`src/rtl/seq_divider_pkg.sv`:
```
// -----------------------------------------------------------------------------
// div_pkg: shared types and constants for the sequential divider.
//   div_state_e       : FSM state encoding (IDLE, ITER, FIX)
//   DIV_WIDTH_DEFAULT : default operand/result width
//   cnt_width()       : width of the iteration counter for a given WIDTH
// -----------------------------------------------------------------------------
package div_pkg;

  typedef enum logic [1:0] {
    IDLE = 2'd0,
    ITER = 2'd1,
    FIX  = 2'd2
  } div_state_e;

  localparam int DIV_WIDTH_DEFAULT = 32;

  // The counter counts WIDTH-1 down to 0, so $clog2(WIDTH) bits are enough.
  function automatic int cnt_width(input int width);
    return $clog2(width);
  endfunction

endpackage

```
`src/rtl/seq_divider_if.sv`:
```
// -----------------------------------------------------------------------------
// seq_divider_if: start/done handshake and operand/result bus of seq_divider.
//   start, dividend, divisor          : control unit -> divider
//   busy, done, quotient, remainder,
//   div_by_zero                       : divider -> control unit
// Modports: master (control unit side), slave (divider side).
// -----------------------------------------------------------------------------
interface seq_divider_if
  import div_pkg::*;
#(
  parameter int WIDTH = DIV_WIDTH_DEFAULT
);

  logic             start;
  logic [WIDTH-1:0] dividend;
  logic [WIDTH-1:0] divisor;
  logic             busy;
  logic             done;
  logic [WIDTH-1:0] quotient;
  logic [WIDTH-1:0] remainder;
  logic             div_by_zero;

  modport master (
    output start, dividend, divisor,
    input  busy, done, quotient, remainder, div_by_zero
  );

  modport slave (
    input  start, dividend, divisor,
    output busy, done, quotient, remainder, div_by_zero
  );

endinterface

```
`src/rtl/seq_divider_addsub.sv`:
```
// -----------------------------------------------------------------------------
// div_addsub: N-bit adder/subtractor used by the divider's iteration and
// remainder-correction steps.
//   a, b : operands
//   sub  : 0 -> y = a + b, 1 -> y = a - b
//   y    : result (modulo 2^N)
// Subtraction reuses the adder: the b operand is inverted and sub is fed in as
// the carry-in.
// -----------------------------------------------------------------------------
module div_addsub #(
  parameter int N = 33
) (
  input  logic [N-1:0] a,
  input  logic [N-1:0] b,
  input  logic         sub,
  output logic [N-1:0] y
);

  logic [N-1:0] b_eff;

  assign b_eff = b ^ {N{sub}};
  assign y     = a + b_eff + {{(N-1){1'b0}}, sub};

endmodule

```
`src/rtl/seq_divider.sv`:
```
// -----------------------------------------------------------------------------
// seq_divider: multi-cycle non-restoring divider, one quotient bit per clock.
//   clock : rising-edge clock
//   clear : asynchronous active-high reset
//   bus   : seq_divider_if.slave (start, dividend, divisor in;
//           busy, done, quotient, remainder, div_by_zero out)
// Optional feature macro: DIV_SIGNED_EN -- when defined, operands are two's
// complement (quotient truncates toward zero, remainder takes the dividend's
// sign); when undefined the divider is unsigned and has no sign logic.
// Latency: start accepted at edge E0, done pulses for the cycle after
// E(WIDTH+1); a zero divisor skips iteration and completes after E1.
// -----------------------------------------------------------------------------
module seq_divider
  import div_pkg::*;
#(
  parameter int WIDTH = DIV_WIDTH_DEFAULT
) (
  input  logic          clock,
  input  logic          clear,
  seq_divider_if.slave  bus
);

  localparam int CNT_W = cnt_width(WIDTH);

  div_state_e       state_reg, state_next;

  logic [WIDTH:0]   r_reg;        // partial remainder, signed, one guard bit
  logic [WIDTH-1:0] q_reg;        // dividend magnitude shifting into quotient
  logic [WIDTH-1:0] d_reg;        // divisor magnitude
  logic [CNT_W-1:0] cnt_reg;
  logic             dz_reg;       // divisor was zero at acceptance

  logic             done_reg;
  logic [WIDTH-1:0] quotient_reg;
  logic [WIDTH-1:0] remainder_reg;
  logic             div_by_zero_reg;

  logic [WIDTH-1:0] dvd_mag, dvs_mag;
  logic [WIDTH:0]   shifted_r, as_a, as_b, as_y;
  logic             as_sub;
  logic [WIDTH-1:0] q_mag, r_mag, q_final, r_final;

`ifdef DIV_SIGNED_EN
  logic             neg_q_reg, neg_r_reg;

  assign dvd_mag = bus.dividend[WIDTH-1] ? (WIDTH'(0) - bus.dividend) : bus.dividend;
  assign dvs_mag = bus.divisor[WIDTH-1]  ? (WIDTH'(0) - bus.divisor)  : bus.divisor;
`else
  assign dvd_mag = bus.dividend;
  assign dvs_mag = bus.divisor;
`endif

  // ---------------------------------------------------------------------------
  // Shared adder/subtractor. In ITER it works on the shifted remainder and the
  // operation is chosen by the sign of R before the shift; in FIX it adds D back
  // (only used when R ended negative).
  // ---------------------------------------------------------------------------
  assign shifted_r = {r_reg[WIDTH-1:0], q_reg[WIDTH-1]};
  assign as_b      = {1'b0, d_reg};

  always_comb begin
    as_a   = shifted_r;
    as_sub = ~r_reg[WIDTH];
    if (state_reg == FIX) begin
      as_a   = r_reg;
      as_sub = 1'b0;
    end
  end

  div_addsub #(
    .N (WIDTH + 1)
  ) u_addsub (
    .a   (as_a),
    .b   (as_b),
    .sub (as_sub),
    .y   (as_y)
  );

  // ---------------------------------------------------------------------------
  // Result formation in FIX. For a zero divisor q_reg still holds the dividend
  // magnitude, so restoring its sign reproduces the original dividend.
  // ---------------------------------------------------------------------------
  always_comb begin
    q_mag = dz_reg ? {WIDTH{1'b1}} : q_reg;
    r_mag = dz_reg ? q_reg : (r_reg[WIDTH] ? as_y[WIDTH-1:0] : r_reg[WIDTH-1:0]);
`ifdef DIV_SIGNED_EN
    q_final = (neg_q_reg && !dz_reg) ? (WIDTH'(0) - q_mag) : q_mag;
    r_final = neg_r_reg ? (WIDTH'(0) - r_mag) : r_mag;
`else
    q_final = q_mag;
    r_final = r_mag;
`endif
  end

  // ---------------------------------------------------------------------------
  // FSM: state register
  // ---------------------------------------------------------------------------
  always_ff @(posedge clock or posedge clear) begin
    if (clear) begin
      state_reg <= IDLE;
    end else begin
      state_reg <= state_next;
    end
  end

  // ---------------------------------------------------------------------------
  // FSM: next state and status outputs. The done cycle is spent in IDLE, so a
  // start there is accepted like any other idle start.
  // ---------------------------------------------------------------------------
  always_comb begin
    state_next = state_reg;
    bus.busy   = 1'b0;
    unique case (state_reg)
      IDLE: begin
        if (bus.start) begin
          state_next = (bus.divisor == '0) ? FIX : ITER;
        end
      end
      ITER: begin
        bus.busy = 1'b1;
        if (cnt_reg == '0) begin
          state_next = FIX;
        end
      end
      FIX: begin
        bus.busy   = 1'b1;
        state_next = IDLE;
      end
      default: begin
        state_next = IDLE;
      end
    endcase
  end

  // ---------------------------------------------------------------------------
  // Datapath and result registers
  // ---------------------------------------------------------------------------
  always_ff @(posedge clock or posedge clear) begin
    if (clear) begin
      r_reg           <= '0;
      q_reg           <= '0;
      d_reg           <= '0;
      cnt_reg         <= '0;
      dz_reg          <= 1'b0;
      done_reg        <= 1'b0;
      quotient_reg    <= '0;
      remainder_reg   <= '0;
      div_by_zero_reg <= 1'b0;
`ifdef DIV_SIGNED_EN
      neg_q_reg       <= 1'b0;
      neg_r_reg       <= 1'b0;
`endif
    end else begin
      done_reg <= 1'b0;
      unique case (state_reg)
        IDLE: begin
          if (bus.start) begin
            r_reg   <= '0;
            q_reg   <= dvd_mag;
            d_reg   <= dvs_mag;
            cnt_reg <= CNT_W'(WIDTH - 1);
            dz_reg  <= (bus.divisor == '0);
`ifdef DIV_SIGNED_EN
            neg_q_reg <= bus.dividend[WIDTH-1] ^ bus.divisor[WIDTH-1];
            neg_r_reg <= bus.dividend[WIDTH-1];
`endif
          end
        end
        ITER: begin
          r_reg   <= as_y;
          q_reg   <= {q_reg[WIDTH-2:0], ~as_y[WIDTH]};
          cnt_reg <= cnt_reg - 1'b1;
        end
        FIX: begin
          quotient_reg    <= q_final;
          remainder_reg   <= r_final;
          div_by_zero_reg <= dz_reg;
          done_reg        <= 1'b1;
        end
        default: ;
      endcase
    end
  end

  assign bus.done        = done_reg;
  assign bus.quotient    = quotient_reg;
  assign bus.remainder   = remainder_reg;
  assign bus.div_by_zero = div_by_zero_reg;

endmodule

```
`src/flat_wrapper.sv`:
```
// flat-port wrapper written by rule: the top's interface ports become plain ports
module seq_divider_flat import div_pkg::*;
#(
  parameter int WIDTH = DIV_WIDTH_DEFAULT
)
  (clock, clear, bus_start, bus_dividend, bus_divisor, bus_busy, bus_done, bus_quotient, bus_remainder, bus_div_by_zero);
  seq_divider_if #(.WIDTH(WIDTH)) bus_i ();
  input  logic clock;
  input  logic clear;
  input wire logic [$bits(bus_i.start)-1:0] bus_start;
  input wire logic [$bits(bus_i.dividend)-1:0] bus_dividend;
  input wire logic [$bits(bus_i.divisor)-1:0] bus_divisor;
  output wire logic [$bits(bus_i.busy)-1:0] bus_busy;
  output wire logic [$bits(bus_i.done)-1:0] bus_done;
  output wire logic [$bits(bus_i.quotient)-1:0] bus_quotient;
  output wire logic [$bits(bus_i.remainder)-1:0] bus_remainder;
  output wire logic [$bits(bus_i.div_by_zero)-1:0] bus_div_by_zero;
  assign bus_i.start = bus_start;
  assign bus_i.dividend = bus_dividend;
  assign bus_i.divisor = bus_divisor;
  assign bus_busy = bus_i.busy;
  assign bus_done = bus_i.done;
  assign bus_quotient = bus_i.quotient;
  assign bus_remainder = bus_i.remainder;
  assign bus_div_by_zero = bus_i.div_by_zero;
  seq_divider #(.WIDTH(WIDTH)) u_core (.clock(clock), .clear(clear), .bus(bus_i));
endmodule
```
`config.mk`:
```
export PLATFORM = sky130hd
export DESIGN_NAME = seq_divider_flat
export DESIGN_NICKNAME = d
export VERILOG_FILES = /design/src/rtl/seq_divider_pkg.sv /design/src/rtl/seq_divider_if.sv /design/src/rtl/seq_divider_addsub.sv /design/src/rtl/seq_divider.sv /design/src/flat_wrapper.sv
export SDC_FILE = /design/constraint.sdc
export NUM_CORES = 1
export LEC_CHECK = 0
export ABC_CLOCK_PERIOD_IN_PS = 8800
export CAP_MARGIN = 20
export CORE_ASPECT_RATIO = 1.75
export CORE_MARGIN = 4
export CORE_UTILIZATION = 60
export DETAILED_ROUTE_END_ITERATION = 10
export GPL_ROUTABILITY_DRIVEN = 0
export PLACE_DENSITY = 0.85
export SETUP_SLACK_MARGIN = 0.15
export SYNTH_ARGS = -nofsm -noshare
export SYNTH_HDL_FRONTEND = slang
export SYNTH_HIERARCHICAL = 1
export SYNTH_SLANG_ARGS = --single-unit
```
`constraint.sdc`:
```
create_clock -name clock -period 8.8 [get_ports clock]
set_clock_uncertainty 0.15 [all_clocks]
set_input_delay 1.76 -clock clock [delete_from_list [all_inputs] [get_ports clock]]
set_output_delay 1.76 -clock clock [all_outputs]
set_load 0.005 [all_outputs]
```
==> flow_results.org <==
** Layout
- Flip-flop count of the largest register, all copies and words added :: 33
- N_diodes :: 0
- Highest-count cells in the layout ignoring fill and taps :: sky130_fd_sc_hd__dfrtp_1 (169), sky130_fd_sc_hd__clkdlybuf4s50_1 (133), sky130_fd_sc_hd__mux2_2 (98)
- Layout area overhead :: 20.2%
- Final core utilization :: 73.9%
- Of the cells placed in the final design, the portion with a size suffix greater than 1 is 14.0%.
- The net count of the finished layout is 1188.
- The library cell used most frequently in the layout, excluding fill and tap cells, is sky130_fd_sc_hd__dfrtp_1.
- Post-route insts no fill :: 1287
- Summing all non-filler instances in the final layout gives an area of 11800 µm².

** Die
- Die width :: 105 µm
- Die Outline Area :: 18600 µm²
- 134 I/O pins were placed.
- # rows :: 61
- Die span in y :: 178 µm
- After floorplanning, the core was sized to cover 16000 µm².
- Starting Density :: 61.5%

** Setup path
- For the worst setup path, the data required time is 8970 ps.
- STA classifies the critical path endpoint as a flip-flop.
- Setup CP Type :: reg2reg
- Reg2reg setup slack :: 4240 ps
- In this run the worst path has a maximum fanout of 55.
- The critical path starts at u_core/state_reg[0].
- In this run the critical register-to-register path is captured at u_core/bus.remainder[28].
- Data arrival time at the worst-slack endpoint :: 4730 ps
- Critical Path Sink :: u_core/bus.remainder[28]
- Measured in cells, the most critical reg-to-reg path has a length of 14.
- Worst setup SP type :: flip-flop
- Startpoint of the worst-slack reg-to-reg timing path :: u_core/state_reg[0]

** Power
- Highest ir drop seen on vdd :: 0.232 mV
- Leakage component of the power :: 5.10 nW
- Total power of the final layout :: 5.53 mW
- Dividing total power by cell area gives a power density of 467 nW/µm².

** Global routing
- For this run, the total global-route usage over all layers was measured as 25.2%.
- Antenna violations before repair :: 0
- Number of global-route vias before repair :: 7698
- The first global-routing pass estimated 38100 µm of wire.
- The total overflow left after global routing is 0.
- Maximum number of pins on one net before global-route repair :: 99

** Timing
- Final hold violation count :: 0
- Summed over all failing endpoints, the final setup total negative slack is 0 ps.
- Slew @ Worst Pin :: 929 ps
- The worst pin sits at a relative slew slack of 38.0%.
- Setup repair after global routing missed its margin :: no
- Peak clock frequency supported by timing :: 0.219 GHz
- The number of pins with negative max-slew slack in the final report came to 0.
- Subtracting the final worst setup slack from the clock period gives 4560 ps.
- Setup violators final :: 0
- Final worst-path cycle share :: 51.9%

** Place
- Once detailed placement completed, the half-perimeter wirelength came to 16800 µm.
- After detailed placement, the total cell area comes to 11200 µm².
- Port buffering added 133 buffers.
- The number of placed instances, taps included, is 1254.

** Detailed routing
- After detailed routing, the met3 layer carries 1090 µm of wire.
- The first routing iteration left 628 violations.
- Number of iterations in the first detailed-routing pass :: 5
- DRC violations left :: 0
- In the routed layout, each cell is associated on average with a via count of 6.06.
- Top routing layer in use :: met4
- After detailed routing, the wire length on met1 is 9540 µm.
- The detail route stage leaves a number of antenna-violating nets equal to 0.
- Detailed Route WL :: 23500 µm
- Met2 WL :: 12100 µm
- After detailed routing, the average wire length per cell comes to 18.3 µm.
- Total number of vias :: 7799

** Clock tree
- Number of buffers inserted to repair setup after CTS :: 0
- Hold buffer count at cts :: 0
- Number of buffers added by the clock tree synthesis step :: 17
- After clock tree synthesis, the clock-pin slew on the worst setup and hold paths is 70 ps.
- The cell sitting at the root of the clock tree is a sky130_fd_sc_hd__clkbuf_16.
- TritonCTS sink count :: 171
- Clock tree buffer depth :: 2
- The number of gates resized after CTS was 0.
- TritonCTS clock tree :: built
- Maximum level of the CTS H-tree :: 4
- The clock reaches the later pin of the worst-skew pair after 430 ps.

** Yosys
- Yosys printed 6 warnings.
- Async S/R FF share, synth :: 100%
- Sorting the synthesized cells by area gives the leading types as sky130_fd_sc_hd__dfrtp_1 (43%), sky130_fd_sc_hd__mux2_2 (11%), sky130_fd_sc_hd__mux2i_1 (6.5%).
- Of all cell types, the one taking the most synthesized area is sky130_fd_sc_hd__dfrtp_1.
- Count of distinct cell types in the synthesized netlist :: 53
- Cell area after synthesis :: 9850 µm²
- Syn Area/Cell :: 10.0 µm²
- Synthesis produced a netlist with a net count of 1088.
- The most used flip-flop cell after synthesis is sky130_fd_sc_hd__dfrtp_1.
- Number of instances in the synthesized netlist :: 985
- Sequential fraction of the synthesis area :: 43.4%
- The synthesized design contains 171 register bits.
- Counting flops with a built-in enable in the synthesized netlist gives 0.
- In this run the biggest area consumer among cell types represents 43.4% of the synthesized area.

** Status
- The flow ran to the end, and the final reports show no timing, DRC or antenna violations.

** Job
- Number of maximum-capacitance violations :: 0

** Min path
- Min-Delay Path Depth :: 1
- The tightest min-delay check is of the reg2reg type.
-- layer usage --
| layer | vias to the layer above | global-route usage [%] |
|---|---|---|
| met5 | - | 0 |
| met4 | 0 | 11.3 |
| met3 | 54 | 3.24 |
| met2 | 278 | 44.5 |
| met1 | 3759 | 30.9 |
| li1 | 3708 | - |
-- area by class of cell --
class,count,area [µm²]
clock buffers,18,439
clock inverters,14,144
fillers,1115,4180
inverters,15,61.3
multi-input cells,737,5260
flip-flops and latches,171,4280
well taps,189,236
repair buffers,143,1430
-- power by group --
part | switching [mW] | total (mW) | internal, mW
registers | 0.274 | 1.41 | 1.14
logic | 1.86 | 3.38 | 1.52
clock network | 0.350 | 0.737 | 0.387
-- worst max-delay path: stages (launching register included) --
cell and delay [ps]:
sky130_fd_sc_hd__dfrtp_1 400, sky130_fd_sc_hd__inv_1 120, sky130_fd_sc_hd__ha_4 660, sky130_fd_sc_hd__nor2_4 280
sky130_fd_sc_hd__buf_16 250, sky130_fd_sc_hd__xor2_1 180, sky130_fd_sc_hd__ha_1 410, sky130_fd_sc_hd__nand4_1 200
sky130_fd_sc_hd__or4_1 540, sky130_fd_sc_hd__o21ai_1 340, sky130_fd_sc_hd__a21oi_1 150, sky130_fd_sc_hd__xnor2_1 160
sky130_fd_sc_hd__mux2i_1 190, sky130_fd_sc_hd__o21ai_0 100, sky130_fd_sc_hd__mux2_2 300
-- metrics by stage --
step	hold WS, ps	worst slack [ps]
final	358	4240
after global routing	374	4010
after CTS	360	3990
after detailed placement	332	4070
after global placement	327	4220
after floorplan	313	2260
-- cells in the mapped netlist (2+ instances only) --
master                     count
sky130_fd_sc_hd__o31ai_1       3
sky130_fd_sc_hd__o211ai_1      4
sky130_fd_sc_hd__nor4_1        9
sky130_fd_sc_hd__dfrtp_1     171
sky130_fd_sc_hd__nand3_1      13
sky130_fd_sc_hd__o21ai_0      94
sky130_fd_sc_hd__mux2_2       98
sky130_fd_sc_hd__nand4_1       8
sky130_fd_sc_hd__xor2_1       47
sky130_fd_sc_hd__buf_4         3
sky130_fd_sc_hd__o21a_1        6
sky130_fd_sc_hd__mux2i_1      64
sky130_fd_sc_hd__nand2_1      90
sky130_fd_sc_hd__clkbuf_1     22
sky130_fd_sc_hd__nor2b_1       2
sky130_fd_sc_hd__nand2b_1      3
sky130_fd_sc_hd__a21o_1       10
sky130_fd_sc_hd__buf_1         6
sky130_fd_sc_hd__ha_1         35
sky130_fd_sc_hd__nor2_1       89
sky130_fd_sc_hd__o21ai_2       2
sky130_fd_sc_hd__a22o_1       33
sky130_fd_sc_hd__o21ai_1       2
sky130_fd_sc_hd__a31oi_1       4
sky130_fd_sc_hd__nor3_1        2
sky130_fd_sc_hd__inv_1        15
sky130_fd_sc_hd__buf_2        29
sky130_fd_sc_hd__o21bai_1      3
sky130_fd_sc_hd__xnor2_1      17
sky130_fd_sc_hd__a211oi_1      4
sky130_fd_sc_hd__a21oi_1      73
sky130_fd_sc_hd__o31a_1        3
-- cells by family (layout without fill, tap and decap cells) --
family / after synthesis / count (layout) / synth area share, %
flops: 171 / 171 / 43.4
mux: 162 / 162 / 17.7
fa+ha+maj: 36 / 36 / 4.65
buf+inv: 77 / 190 / 3.51
simple gates: 223 / 223 / 9.49
other cells: 1 / 1 / 0.0381
xor+xnor: 64 / 64 / 5.69
compound gates: 251 / 251 / 15.5
-- how the worst min path moves through the flow --
| stage | slack (ps) | endpoint | startpoint |
|---|---|---|---|
| after floorplan | 310 | u_core/cnt_reg[0] | u_core/cnt_reg[0] |
| after global placement | 330 | u_core/cnt_reg[0] | u_core/cnt_reg[0] |
| after detailed placement | 330 | u_core/cnt_reg[0] | u_core/cnt_reg[0] |
| after CTS | 360 | u_core/bus.remainder[29] | u_core/bus.remainder[29] |
| after global routing | 370 | u_core/bus.remainder[4] | u_core/bus.remainder[4] |
| final | 360 | u_core/bus.remainder[29] | u_core/bus.remainder[29] |
Power figures use the tool's default switching activity.
